==> config.mk <==
export PLATFORM = sky130hd
export DESIGN_NAME = score_bcd_converter_flat
export DESIGN_NICKNAME = d
export VERILOG_FILES = /design/src/rtl/score_bcd_converter_if.sv /design/src/rtl/score_bcd_converter.sv /design/src/flat_wrapper.sv
export SDC_FILE = /design/constraint.sdc
export NUM_CORES = 1
export LEC_CHECK = 0
export ABC_AREA = 0
export BUFFER_PORTS_ARGS = -buffer_cell sky130_fd_sc_hd__buf_4
export CAP_MARGIN = 0
export CORE_UTILIZATION = 40
export CTS_CLUSTER_SIZE = 30
export DETAILED_ROUTE_END_ITERATION = 16
export GPL_TIMING_DRIVEN = 0
export MAX_ROUTING_LAYER = met4
export PLACE_DENSITY_LB_ADDON = 0.12
export SLEW_MARGIN = 40
export SYNTH_ARGS = -nofsm -noshare
export SYNTH_HDL_FRONTEND = slang
export SYNTH_SLANG_ARGS = --single-unit
==> constraint.sdc <==
create_clock -name clk -period 2.1 [get_ports clk]
set_clock_uncertainty 0.05 [all_clocks]
set_input_delay 0.525 -clock clk [delete_from_list [all_inputs] [get_ports clk]]
set_output_delay 0.525 -clock clk [all_outputs]
set_load 0.05 [all_outputs]
==> src/rtl/score_bcd_converter_if.sv <==
// Handshake and result bundle between a score source/display wrapper and the
// binary-to-BCD converter.
interface score_bcd_converter_if #(
  parameter int unsigned WIDTH   = 16,
  parameter int unsigned NDIGITS = 6
);
  logic                   start;
  logic [WIDTH-1:0]       value;
  logic                   busy;
  logic                   done;
  logic [4*NDIGITS-1:0]   bcd;
  logic [NDIGITS-1:0]     blank;
  logic                   overflow;

  modport master (
    output start, value,
    input  busy, done, bcd, blank, overflow
  );

  modport slave (
    input  start, value,
    output busy, done, bcd, blank, overflow
  );
endinterface

==> src/rtl/score_bcd_converter.sv <==
// Sequential shift-add-3 binary-to-BCD converter feeding the HEX digit decoders,
// with leading-zero blank mask and saturating overflow.
module score_bcd_converter #(
  parameter int unsigned WIDTH   = 16,
  parameter int unsigned NDIGITS = 6
) (
  input logic                 clk,
  input logic                 reset,
  score_bcd_converter_if.slave bus
);
  localparam int unsigned BW = 4 * NDIGITS;
  localparam int unsigned CW = $clog2(WIDTH + 1);

  typedef enum logic [1:0] {IDLE, SHIFT, DONE} state_t;

  state_t             state;
  logic [WIDTH-1:0]   bin;
  logic [BW-1:0]      work;
  logic [BW-1:0]      corr;
  logic               ovf_work;
  logic [CW-1:0]      cnt;

  logic               busy_q;
  logic               done_q;
  logic               ovf_q;
  logic [BW-1:0]      bcd_q;
  logic [NDIGITS-1:0] blank_q;
  logic [NDIGITS-1:0] blank_c;
  logic               seen;

  // Add-3 correction on every digit that would reach 10 or more after the shift
  always_comb begin
    corr = work;
    for (int i = 0; i < int'(NDIGITS); i++) begin
      if (work[4*i +: 4] >= 4'd5) begin
        corr[4*i +: 4] = work[4*i +: 4] + 4'd3;
      end
    end
  end

  // Digit i is blank when it and every digit above it are zero; digit 0 always shows
  always_comb begin
    seen    = 1'b0;
    blank_c = '0;
    for (int i = int'(NDIGITS) - 1; i >= 1; i--) begin
      seen       = seen | (work[4*i +: 4] != 4'd0);
      blank_c[i] = ~seen;
    end
  end

  always_ff @(posedge clk) begin
    if (reset) begin
      state    <= IDLE;
      bin      <= '0;
      work     <= '0;
      ovf_work <= 1'b0;
      cnt      <= '0;
      busy_q   <= 1'b0;
      done_q   <= 1'b0;
      ovf_q    <= 1'b0;
      bcd_q    <= '0;
      blank_q  <= ~NDIGITS'(1);
    end else begin
      done_q <= 1'b0;
      case (state)
        IDLE: begin
          if (bus.start) begin
            bin      <= bus.value;
            work     <= '0;
            ovf_work <= 1'b0;
            cnt      <= CW'(WIDTH);
            busy_q   <= 1'b1;
            state    <= SHIFT;
          end else begin
            busy_q <= 1'b0;
          end
        end
        SHIFT: begin
          {work, bin} <= {corr[BW-2:0], bin, 1'b0};
          if (corr[BW-1]) begin
            ovf_work <= 1'b1;
          end
          cnt <= cnt - CW'(1);
          if (cnt == CW'(1)) begin
            state <= DONE;
          end
        end
        DONE: begin
          // busy stays high through the done cycle and drops in IDLE unless restarted
          done_q <= 1'b1;
          ovf_q  <= ovf_work;
          state  <= IDLE;
          if (ovf_work) begin
            bcd_q   <= {NDIGITS{4'h9}};
            blank_q <= '0;
          end else begin
            bcd_q   <= work;
            blank_q <= blank_c;
          end
        end
        default: state <= IDLE;
      endcase
    end
  end

  assign bus.busy     = busy_q;
  assign bus.done     = done_q;
  assign bus.bcd      = bcd_q;
  assign bus.blank    = blank_q;
  assign bus.overflow = ovf_q;
endmodule

==> src/flat_wrapper.sv <==
// flat-port wrapper written by rule: the top's interface ports become plain ports
module score_bcd_converter_flat 
#(
  parameter int unsigned WIDTH   = 16,
  parameter int unsigned NDIGITS = 6
)
  (clk, reset, bus_start, bus_value, bus_busy, bus_done, bus_bcd, bus_blank, bus_overflow);
  score_bcd_converter_if #(.WIDTH(WIDTH), .NDIGITS(NDIGITS)) bus_i ();
  input logic clk;
  input logic reset;
  input wire logic [$bits(bus_i.start)-1:0] bus_start;
  input wire logic [$bits(bus_i.value)-1:0] bus_value;
  output wire logic [$bits(bus_i.busy)-1:0] bus_busy;
  output wire logic [$bits(bus_i.done)-1:0] bus_done;
  output wire logic [$bits(bus_i.bcd)-1:0] bus_bcd;
  output wire logic [$bits(bus_i.blank)-1:0] bus_blank;
  output wire logic [$bits(bus_i.overflow)-1:0] bus_overflow;
  assign bus_i.start = bus_start;
  assign bus_i.value = bus_value;
  assign bus_busy = bus_i.busy;
  assign bus_done = bus_i.done;
  assign bus_bcd = bus_i.bcd;
  assign bus_blank = bus_i.blank;
  assign bus_overflow = bus_i.overflow;
  score_bcd_converter #(.WIDTH(WIDTH), .NDIGITS(NDIGITS)) u_core (.clk(clk), .reset(reset), .bus(bus_i));
endmodule
After elaboration in Yosys (flattened, before gate mapping):

Index checks and enable logic that the tools add are counted.

* flip-flop bits (word level): 81
* bits of input ports: 19
* output and inout bits: 33
* word-level logic and storage cells: 70

* add/subtract/negate cells: 7
* order comparisons: 6
* equal/unequal tests: 6
* multiplexer cells: 22
* bitwise gates (word level): 9
* reductions and logical operators: 10

Operators by type and width (count)
* $mux W24: 2
* $pmux W24 S2: 1
* $pmux W16 S2: 1
* $add A4 B2 Y4 const B: 6
* $ge A4 B3 Y1 const B: 6
* $mux W4: 6
* $reduce_bool A4 Y1: 5
* $mux W16: 1
* $pmux W5 S2: 1
* $mux W6: 1
* $eq A5 B1 Y1 const B: 1
* $mux W5: 1
* $not A1 Y1: 5
* $sub A5 B1 Y5 const B: 1
* $mux W1: 4
* $mux W2: 2
* $ne A2 B1 Y1 const B: 2
* $or A1 B1 Y1: 4
* $pmux W2 S2: 1
* $reduce_and A2 Y1: 2
* $reduce_and A3 Y1: 1
* $eq A2 B1 Y1 const B: 1
* $eq A2 B2 Y1 const B: 1
* $logic_not A2 Y1: 1
* 3 further kinds: 3

Longest topological paths before layout:

* depth after elaboration: 7
* gate-level depth with buffers: 7
* gate-level depth less buffers: 6

Worst setup path after synthesis:

No wires, ideal clock.

* path kind: in2reg
* start point: input bus_start
* end point: register u_core.work[20]
* data arrival time: 1.684 ns
* required time: 1.963 ns
* path slack: 0.279 ns
* cell stages on the path: 7
* buffers on the path: 3
* cells stage by stage: clkbuf_1 -> o21bai_1 -> nor2b_1 -> clkbuf_1 -> buf_1 -> nand2_1 -> o31ai_1

* longest elaborated chain between the ends: 2

RTL lines
* start, declared: line flat_wrapper.sv:11 `input wire logic [$bits(bus_i.start)-1:0] bus_start;`
* $ne A2 B2 Y1 (no line)
* $reduce_and A2 Y1 (no line)
* end signal, assigned: line score_bcd_converter.sv:79 `{work, bin} <= {corr[BW-2:0], bin, 1'b0};`
* end, declared: line score_bcd_converter.sv:18 `logic [BW-1:0] work;`

No other way between the ends.
A chain may end at the register's enable or synchronous reset.

Worst setup path in the final report:

* start point: register u_core.state[0]
* end point: register u_core.work[21]

* longest elaborated chain between the ends: 3
* elaborated cells on any way between the ends: 6
* those cells by class: eq/ne (2); mux (1); reduce/logical (3)

RTL lines
* start, declared: line score_bcd_converter.sv:16 `state_t state;`
* start signal, assigned: line score_bcd_converter.sv:53 `state <= IDLE;`
* start signal, assigned: line score_bcd_converter.sv:73 `state <= SHIFT;`
* start signal, assigned: line score_bcd_converter.sv:85 `state <= DONE;`
* $eq A2 B1 Y1 or $logic_not A2 Y1 (tied branches): line score_bcd_converter.sv:65 `case (state)`
* $reduce_bool A2 Y1 (no line) or $ne A2 B2 Y1 (tied branches)
* $reduce_and A2 Y1 (no line)

Several ways; a longest one is shown, not always the timed one.

==> flow_metrics.tcl <==
set metrics [dict create \
    maxCapViolations 0 \
    rsz0062_at_grt "false" \
    critPathRequiredTime_ns 2.31 \
    synth_top_family_by_area "compound AO/OA/AOI/OAI gates" \
    yosysTopAreaCellShare 0.432 \
    syn2layout_area_growth_pct 18.6 \
    hold_end "u_core.bus.bcd[8]" \
    final-hold-violation-count 0 \
    reg2reg_to "u_core.work[21]" \
    sequentialPowerShare 0.532 \
    numCtsBuffers 9 \
    tritoncts "yes" \
    crit_arrival_ns 2.15 \
    synthCells 454 \
    tightestPinTransition_ns 0.682 \
    fin_ws_ns 0.158 \
    yosys.area.top_type "dfxtp_1" \
    r2r_cells 7 \
    nNetsFinal 551 \
    mostFrequentLayoutCell "dfxtp_1" \
    min_period_ns 1.94 \
    syn-cell-area_sq_mm 0.00370 \
    grt-ovfl-total 0 \
    grt_usage 0.208 \
    power_frac_comb 0.095 \
    die_width_microns 98.2 \
    crit_chain "buf_6 -> o21bai_1 -> nor2b_1 -> clkbuf_1 -> clkbuf_2 -> nand2_1 -> o21ai_0" \
    finalCritPeriodShare 0.925 \
    critPathBufInv 3 \
    crit_fanout 10 \
    finalMaxSlewViolations 0 \
    synth_compound_area_frac 0.233 \
    synth_flop_cell "dfxtp_1" \
    path_class "reg2reg" \
    hold_buffers 0 \
    first_iter_violations 120 \
    hpwl_microns 6650 \
    status "finished clean" \
    vias_per_cell 5.23 \
    switchingPower_uw 761 \
    coreArea_sq_mm 0.00885 \
    synthSimpleGateAreaFrac 0.165 \
    max_slew_margin 0.544 \
    ir_drop_v 0.000363 \
    cts_resized 0 \
    crit_family "buffers and inverters" \
    power_density_mw_per_mm2 683 \
    io_buffers 48 \
    r2r_slack_ns 0.16 \
    async_reset_ff_frac 0 \
    setup_viol 0 \
    hp-class "reg2reg" \
    drt_wl_total_microns 9410 \
    grt_max_degree 13 \
    grt_pass1_vias 3078 \
    worstReg2RegStart "u_core.state[0]" \
    cts_htree_levels 3 \
    dp_slack_ns -0.284 \
    final_cell_mix "dfxtp_1, a21oi_1, buf_4" \
    swShare 0.254 \
    gp_congestion 0.793 \
    synth.top_cells.by_area "dfxtp_1, a21oi_1, ha_1, o21ai_0, nand2_1" \
    die_area_sq_mm 0.00965 \
    synth_cell_types 44 \
    slowest_stage "clkbuf_1" \
    synth-edff-count 0 \
    postCtsSetupBuffers 0 \
    grt_first_pass_wirelength_microns 15400 \
    leakagePower_nw 1.71 \
    antenna_left 0 \
    avgSynthCellArea_sq_um 8.16 \
    internal_power_mw 2.24 \
    ys_ff_latch 80 \
    hold_depth 2 \
    tns_ns 0 \
    drc 0 \
    yosys_warnings 0 \
    drt_first_pass_iters 6 \
    antennaDiodeCount 0 \
    clock.fmax_mhz 515 \
    synthMuxAreaShare 0.0193 \
    start_kind "flop" \
    io_pins 52 \
    avgRoutedWirePerCell_microns 15.1 \
    clk_latency_ns 0.34 \
    rows 34 \
    critPathCaptureType "flop" \
    cts_buffer_depth 2 \
    clockRootBuffer "clkbuf_8" \
    drive_gt1_frac 0.139 \
    clkPwrFrac 0.372 \
    cts_sinks 80 \
    syn-num-nets 492 \
    vias 3266 \
    synthAdderAreaFrac 0.0642 \
    start_util 0.419 \
    cp_slowest_stage_delay_ns 0.44 \
    path_clk_slew_ns 0.08 \
    antenna_found_initial 0 \
    hp-start "u_core.bus.bcd[8]" \
    ys_seq_area_frac 0.432 \
    synth-xor-area-share 0.0165 \
    die_y_microns 98.2 \
]
==> final cells by class <==
class | instances | area [sq um]
inverters | 32 | 120
fillers | 900 | 4450
multi-input cells | 309 | 1850
clock inverters | 4 | 45.0
plain buffers | 33 | 138
repair buffers | 48 | 360
flip-flops and latches | 80 | 1600
clock buffers | 11 | 141
well taps | 108 | 135
==> flip-flops by register name (all words and copies together) (netlist names), 2 cells and up <==
name	cells
u_core.bus.bcd	24
u_core.work	24
u_core.bus.blank	5
u_core.state	2
u_core.cnt	5
u_core.bin	16
==> synth_stat cells (7+ instances only) <==
cell type,n
dfxtp_1,80
a21oi_1,73
o21ai_0,46
nand2_1,41
inv_1,32
clkbuf_1,28
ha_1,19
nor3_1,16
o22ai_1,16
nor2_1,15
nand2b_1,11
nand3_1,8
nand3b_1,7
or3_1,7
==> tightest hold or removal path, stage by stage, from the launching register on <==
cell and delay [ns]:
dfxtp_1 0.31, nand2_1 0.05, a21oi_1 0.05
==> power by group through the flow <==
stage | Combinational (mW) | Clock (mW) | Sequential [mW]
3_3_place_gp | 0.283 | 0 | 1.63
3_5_place_dp | 0.286 | 0 | 1.63
2_1_floorplan | 0.183 | 0 | 1.64
4_1_cts | 0.287 | 1.14 | 1.60
6_report | 0.286 | 1.12 | 1.60
5_1_grt | 0.322 | 1.20 | 1.60
==> how the worst max path moves through the flow <==
stage               startpoint         endpoint  cells after the start
2_1_floorplan        bus_start  u_core.work[20]                      7
3_3_place_gp         bus_start   u_core.work[4]                      7
3_5_place_dp         bus_start   u_core.work[8]                      7
4_1_cts        u_core.state[0]   u_core.work[8]                      7
5_1_grt        u_core.state[0]   u_core.work[0]                      7
6_report       u_core.state[0]  u_core.work[21]                      7
==> per-stage QoR <==
| step | cells | utilization | total power, mW | cell area, sq um | hold WS [ns] |
|---|---|---|---|---|---|
| floorplan | 454 | - | 1.82 | 3700 | 0.391 |
| global placement | 610 | 0.475 | 1.91 | 4200 | 0.392 |
| detailed placement | 610 | 0.475 | 1.92 | 4200 | 0.396 |
| CTS | 625 | 0.496 | 3.03 | 4390 | 0.407 |
| global route | 625 | 0.497 | 3.13 | 4400 | 0.429 |
| finish | 625 | 0.497 | 3.00 | 4400 | 0.404 |
==> kinds of logic after synthesis <==
kind of cell,Yosys count
AOI/OAI and AO/OA,156
and+or+nand+nor,119
DFF,80
buffers and inverters,65
adders and majority gates,19
xor gates and xnor gates,7
muxes,7
other,1
==> per-layer routing <==
metal | vias up | global-route usage | part of all wire
met1 | 1474 | 0.282 | 0.51
met2 | 87 | 0.317 | 0.43
met5 | - | - | 0
li1 | 1691 | - | -
met3 | 14 | 0.0301 | 0.042
met4 | 0 | 0.0666 | 0.013
(Power assumes the default switching activity.)
